--- config.mk ---
export PLATFORM = sky130hd
export DESIGN_NAME = pe_mac_sa
export DESIGN_NICKNAME = d
export VERILOG_FILES = /design/src/rtl/pe_pkg.sv /design/src/rtl/pe_mult.sv /design/src/rtl/pe_mac_sa.sv
export SDC_FILE = /design/constraint.sdc
export NUM_CORES = 1
export LEC_CHECK = 0
export ABC_AREA = 1
export ABC_CLOCK_PERIOD_IN_PS = 6780
export CORE_ASPECT_RATIO = 0.5
export CORE_MARGIN = 3
export CORE_UTILIZATION = 53
export CTS_CLUSTER_SIZE = 16
export DETAILED_ROUTE_END_ITERATION = 6
export GPL_ROUTABILITY_DRIVEN = 1
export GPL_TIMING_DRIVEN = 1
export PLACE_DENSITY = 0.83
export SYNTH_ARGS = -nofsm -noshare
export SYNTH_HDL_FRONTEND = slang
export SYNTH_SLANG_ARGS = --single-unit
--- constraint.sdc ---
create_clock -name clk -period 6.78 [get_ports clk]
set_input_delay 1.356 -clock clk [delete_from_list [all_inputs] [get_ports clk]]
set_output_delay 1.356 -clock clk [all_outputs]
set_load 0.02 [all_outputs]
--- src/rtl/pe_pkg.sv ---
// Shared types and helpers for the systolic processing element.
// State encoding, mode encodings and the saturating add used when PE_SAT_EN is defined.
package pe_pkg;

    typedef enum logic [1:0] {
        PE_WS       = 2'd0,
        PE_OS_ACC   = 2'd1,
        PE_OS_DRAIN = 2'd2
    } pe_state_e;

    localparam logic MODE_WS = 1'b0;
    localparam logic MODE_OS = 1'b1;

    localparam int unsigned SUM_W = 64;

    // Add two sign-extended operands and clamp the result to the signed range of a w-bit word.
    function automatic logic signed [SUM_W-1:0] sat_add(
        input logic signed [SUM_W-1:0] x,
        input logic signed [SUM_W-1:0] y,
        input int unsigned             w
    );
        logic signed [SUM_W-1:0] s;
        logic signed [SUM_W-1:0] hi;
        logic signed [SUM_W-1:0] lo;
        s  = x + y;
        hi = (64'sd1 <<< (w - 1)) - 64'sd1;
        lo = -(64'sd1 <<< (w - 1));
        if (s > hi) begin
            return hi;
        end
        if (s < lo) begin
            return lo;
        end
        return s;
    endfunction

endpackage

--- src/rtl/pe_mult.sv ---
// Signed DATA_W x DATA_W combinational multiplier, kept separate so a pipelined
// version can be dropped in without touching the PE.
module pe_mult #(
    parameter int unsigned DATA_W = 8
) (
    input  logic signed [DATA_W-1:0]   a,
    input  logic signed [DATA_W-1:0]   b,
    output logic signed [2*DATA_W-1:0] prod_c
);

    assign prod_c = a * b;

endmodule

--- src/rtl/pe_mac_sa.sv ---
// Dual-mode (weight-stationary / output-stationary) systolic PE with registered outputs.
// Define PE_SAT_EN to clamp sums and raise the sticky sat flag; otherwise sums wrap.
module pe_mac_sa
    import pe_pkg::*;
#(
    parameter int unsigned DATA_W = 8,
    parameter int unsigned ACC_W  = 20
) (
    input  logic              clk,
    input  logic              reset,
    input  logic              mode,
    input  logic              drain,
    input  logic [DATA_W-1:0] a_in,
    input  logic              a_valid_in,
    output logic [DATA_W-1:0] a_out,
    output logic              a_valid_out,
    input  logic [DATA_W-1:0] b_in,
    input  logic              b_valid_in,
    output logic [DATA_W-1:0] b_out,
    output logic              b_valid_out,
    input  logic [ACC_W-1:0]  ps_in,
    input  logic              ps_valid_in,
    output logic [ACC_W-1:0]  ps_out,
    output logic              ps_valid_out,
    output logic              sat
);

    localparam int unsigned PROD_W = 2 * DATA_W;

    pe_state_e                state_q, state_d;
    logic [DATA_W-1:0]        w_q;
    logic [ACC_W-1:0]         acc_q, acc_d;
    logic [ACC_W-1:0]         ps_out_d;
    logic                     ps_valid_d;
    logic                     sat_q, sat_d;
    logic                     pair;

    logic [DATA_W-1:0]        mul_b;
    logic signed [PROD_W-1:0] prod_c;
    logic signed [SUM_W-1:0]  prod_x, ps_x, acc_x;
    logic [ACC_W-1:0]         ps_sum, acc_sum;
    logic                     ps_ovf, acc_ovf;

    // WS multiplies by the stored weight (pre-load value); OS multiplies the streaming operands.
    assign mul_b = (state_q == PE_WS) ? w_q : b_in;

    pe_mult #(.DATA_W(DATA_W)) u_mult (
        .a      (a_in),
        .b      (mul_b),
        .prod_c (prod_c)
    );

    assign prod_x = SUM_W'(prod_c);
    assign ps_x   = SUM_W'($signed(ps_in));
    assign acc_x  = SUM_W'($signed(acc_q));

`ifdef PE_SAT_EN
    logic signed [SUM_W-1:0] ps_sat_x, acc_sat_x;

    assign ps_sat_x  = sat_add(ps_x, prod_x, ACC_W);
    assign acc_sat_x = sat_add(acc_x, prod_x, ACC_W);
    assign ps_sum    = ACC_W'(ps_sat_x);
    assign acc_sum   = ACC_W'(acc_sat_x);
    assign ps_ovf    = (ps_sat_x != (ps_x + prod_x));
    assign acc_ovf   = (acc_sat_x != (acc_x + prod_x));
`else
    assign ps_sum  = ACC_W'(ps_x + prod_x);
    assign acc_sum = ACC_W'(acc_x + prod_x);
    assign ps_ovf  = 1'b0;
    assign acc_ovf = 1'b0;
`endif

    assign pair  = a_valid_in && b_valid_in;
    assign b_out = w_q;
    assign sat   = sat_q;

    // Next-state and next-datapath values.
    always_comb begin
        state_d    = state_q;
        acc_d      = acc_q;
        ps_out_d   = ps_out;
        ps_valid_d = 1'b0;
        sat_d      = sat_q;
        case (state_q)
            PE_WS: begin
                if (a_valid_in && ps_valid_in) begin
                    ps_out_d   = ps_sum;
                    ps_valid_d = 1'b1;
                    sat_d      = sat_q | ps_ovf;
                end
                if (mode == MODE_OS) begin
                    state_d = PE_OS_ACC;
                    acc_d   = '0;
                end
            end
            PE_OS_ACC: begin
                if (pair) begin
                    acc_d = acc_sum;
                    sat_d = sat_q | acc_ovf;
                end
                // Drain takes priority over a simultaneous return to WS.
                if (drain) begin
                    state_d    = PE_OS_DRAIN;
                    ps_out_d   = pair ? acc_sum : acc_q;
                    ps_valid_d = 1'b1;
                    acc_d      = '0;
                end else if (mode == MODE_WS) begin
                    state_d = PE_WS;
                end
            end
            PE_OS_DRAIN: begin
                ps_out_d   = ps_in;
                ps_valid_d = ps_valid_in;
                if (pair) begin
                    acc_d = acc_sum;
                    sat_d = sat_q | acc_ovf;
                end
                if (!drain) begin
                    state_d = (mode == MODE_OS) ? PE_OS_ACC : PE_WS;
                end
            end
            default: begin
                state_d = PE_WS;
            end
        endcase
    end

    // State, weight, accumulator and output registers.
    always_ff @(posedge clk or negedge reset) begin
        if (!reset) begin
            state_q      <= PE_WS;
            w_q          <= '0;
            acc_q        <= '0;
            sat_q        <= 1'b0;
            a_out        <= '0;
            a_valid_out  <= 1'b0;
            b_valid_out  <= 1'b0;
            ps_out       <= '0;
            ps_valid_out <= 1'b0;
        end else begin
            state_q      <= state_d;
            acc_q        <= acc_d;
            sat_q        <= sat_d;
            a_out        <= a_in;
            a_valid_out  <= a_valid_in;
            b_valid_out  <= b_valid_in;
            ps_out       <= ps_out_d;
            ps_valid_out <= ps_valid_d;
            if (b_valid_in) begin
                w_q <= b_in;
            end
        end
    end

endmodule

==> impl_metrics.ini, run 1 <==
[cts]
cts_buffers = 9
htree_levels = 3
clk_pin_slew_ns = 0.06
clockBufferDepth = 2
cts_tree = done
clock_latency_ns = 0.34
clockRootBuffer = clkbuf_16
clock_sinks = 61

[route]
drt_iter0_markers = 667
wl_per_cell_um = 17.12
drc = 0
viasPerCell = 5.578
vias = 8261
wl_um = 25350
antenna_left = 0
drt_pass1_iterations = 7

[critical_path]
slowest_stage = fa_1
worstSetupPathType = primary input to flip-flop
crit_path_end_kind = flip-flop
max_stage_delay_ns = 0.54
critPathArrivalTime_ns = 7.18
critical_path.max_fanout = 5
critPathRequiredTime_ns = 7.04
start_kind = primary input
cp_common_cell = nand2_1

[grt]
grt_busiest_layer = met2
grt_pass1_wl_um = 38970
grt_use_met1_pct = 40.77
grt_antenna_before_repair = 1
grtUsageMet3_pct = 6.339
overflow = 0
grt_pass1_vias = 8035
grt_use_met2_pct = 49.84
grt.total_usage_pct = 30.17
grt_start_max_net_pins = 62

[synthesis]
synth.distinct_cells = 45
synth_compound_area_share_pct = 15.48
synth_mux_area_share_pct = 0
avgSynthCellArea_um2 = 7.133
synth_sequential_area_ratio_pct = 20.23
yosysWarnings = 0
async_flop_share_pct = 100.0
synth_xor_area_share_pct = 3.481
synth_top_family_by_area = adder cells
syn_nets = 1230
mappedNetlistArea_mm2 = 0.007547
synth-edff-count = 0
syn_inst = 1058
ys_ff_latch = 61
yosys.area_share.simple_pct = 22.55
synthAdderAreaFrac_pct = 27.06
synthFlopType = dfrtp_1

[placed_design]
place_hpwl_um = 17660
gp_congestion = 0.9190
portBuffers = 81

[status]
status = complete, but fails checks
violations = negative setup slack

[cells_and_area]
fillers = 896
drive_above_1_share_pct = 29.25
nets = 1456
fin_util_pct = 79.46
multi_input_area_mm2 = 0.006065
num_antenna_cells = 0
register_area_mm2 = 0.001526
area_delta_synth_final_pct = 44.64

[floorplan]
die_y_um = 90.38
die_w_um = 174.8
core_mm2 = 0.01374
io_pins = 83
rows = 30
start_util_pct = 54.94
dieArea_mm2 = 0.01579

[timing]
setup_ws_ns = -0.1425
worst_clock_skew_ns = 0.01420
rsz0062_at_grt = true
worst_slew_margin_rel_pct = 31.36
clock.fmax_mhz = 144.5
setup_violations = 4
worstMarginPinSlew_ns = 1.030
finalCritPeriodShare_pct = 102.1
hold_viol = 0
drv_slew = 0
fin_crit_ns = 6.923

[flow_run]
maxCapViolations = 0

[hold_path]
hp-class = flip-flop to flip-flop
[critical path: cells and delay by family]
kind,cells,cell delay (ns)
compound gates,11,1.52
xor+xnor,1,0.30
fa+ha+maj,6,2.61
buf+inv,7,0.48
simple gates,12,0.93
[synthesized netlist by cell type (4+ instances only)]
master	number	area (um^2)
a21oi_1	79	395.4
inv_2	7	26.28
o21ai_0	43	215.2
nand3_1	39	195.2
nor2_1	95	356.6
buf_2	4	20.02
nor3_2	4	40.04
o22ai_1	22	137.6
nand2_2	4	25.02
xnor2_1	14	122.6
clkbuf_1	16	60.06
nand4_1	8	50.05
o211ai_1	7	52.55
nand3b_1	5	37.54
a21oi_2	4	35.03
nand2_1	239	897.1
o21ai_1	29	145.1
a21o_1	7	52.55
ha_1	72	900.9
fa_1	57	1141
inv_1	189	709.4
a31oi_1	6	37.54
dfrtp_1	61	1526
xor2_1	16	140.1
[cell type report]
class                   count  area share (%)
clock inverters             5          0.5501
clock buffers              11           2.224
flip-flops and latches     61           13.98
inverters                 198           7.037
multi-input cells         776           55.55
well taps                 192           2.201
repair buffers            238           18.45
[cell usage in the layout (no fill, tap or decap), types with 4 or more instances in the layout]
| master | count |
|---|---|
| a21o_1 | 7 |
| a21oi_1 | 58 |
| a21oi_2 | 20 |
| a21oi_4 | 5 |
| a31oi_1 | 5 |
| buf_2 | 5 |
| buf_4 | 147 |
| buf_6 | 12 |
| clkbuf_16 | 9 |
| clkdlybuf4s50_1 | 64 |
| dfrtp_1 | 61 |
| dlygate4sd2_1 | 4 |
| fa_1 | 51 |
| fa_2 | 6 |
| ha_1 | 48 |
| ha_4 | 22 |
| inv_1 | 161 |
| inv_2 | 28 |
| inv_4 | 5 |
| nand2_1 | 214 |
| nand2_2 | 22 |
| nand2_4 | 7 |
| nand3_1 | 27 |
| nand3_2 | 12 |
| nand3b_1 | 5 |
| nand4_1 | 8 |
| nor2_1 | 73 |
| nor2_2 | 14 |
| nor2_4 | 11 |
| nor3_4 | 4 |
| o211ai_1 | 7 |
| o21ai_0 | 28 |
| o21ai_1 | 29 |
| o21ai_2 | 14 |
| o22ai_1 | 20 |
| xnor2_1 | 12 |
| xor2_1 | 12 |
| xor2_2 | 4 |
[what timing repair did]
action                                  4_1_cts  5_1_grt
hold buffers                                  0        0
pin swaps                                    65       97
endpoints found under the setup margin       21       20
setup buffers                                18        9
resized for setup                           139      138
[flip-flops by register name (all words and copies together) (netlist names)]
register,count
acc_q,20
ps_out,20
a_out,8
b_out,8
state_q,2
a_valid_out,1
b_valid_out,1
ps_valid_out,1
[per-stage QoR]
| step | setup WS, ns | std cells | area, um^2 | hold slack [ns] | setup TNS [ns] |
|---|---|---|---|---|---|
| 3_5_place_dp | -0.9941 | 1439 | 9498 | 0.4641 | -14.79 |
| 4_1_cts | -0.06607 | 1472 | 10330 | 0.4855 | -0.07454 |
| 5_1_grt | -0.3120 | 1481 | 10920 | 0.4979 | -2.165 |
| 2_1_floorplan | 0.01714 | 1058 | 7555 | 0.5341 | 0 |
| 3_3_place_gp | -0.9614 | 1439 | 9498 | 0.4639 | -13.77 |
| 6_report | -0.1425 | 1481 | 10920 | 0.4828 | -0.2119 |
[worst paths after layout]
check	from	endpoint	slack (ns)	depth (start not counted)
hold reg to reg	ps_out[5]	ps_out[5]	0.48	2
setup reg to reg	state_q[0]	ps_out[19]	-0.02	40
hold / removal	ps_out[5]	ps_out[5]	0.48	2
max in group asynchronous	reset	acc_q[12]	5.01	2
min in group asynchronous	reset	a_out[7]	1.15	2
setup / recovery	b_in[2]	ps_out[19]	-0.14	37
[cell families (layout without fill, tap and decap cells)]
group	after synthesis	in the layout
adders and majority gates	129	129
xor gates and xnor gates	30	30
DFF	61	61
buffers and inverters	221	452
AOI/OAI and AO/OA	209	209
and+or+nand+nor	407	407
other	1	1
[layer usage]
layer / vias up / share of wire, % / routed length [um]
li1: 3820 / - / -
met1: 3962 / 42 / 10600
met2: 391 / 46 / 11780
met4: 2 / 2.8 / 709
met3: 86 / 8.8 / 2239
met5: - / 0.079 / 20
Power of run 1 is left out: the tool's default activity adds up to more than one toggle a clock period on the data nets, which glitch-free logic cannot reach.
==> inputs of run 2 (changes only) <==
- TNS_END_PERCENT: unset -> 100
==> results of run 2 <==
The final DEF is identical to that of run 1; final timing and power are the same.
Power of run 2 is left out for the same reason.
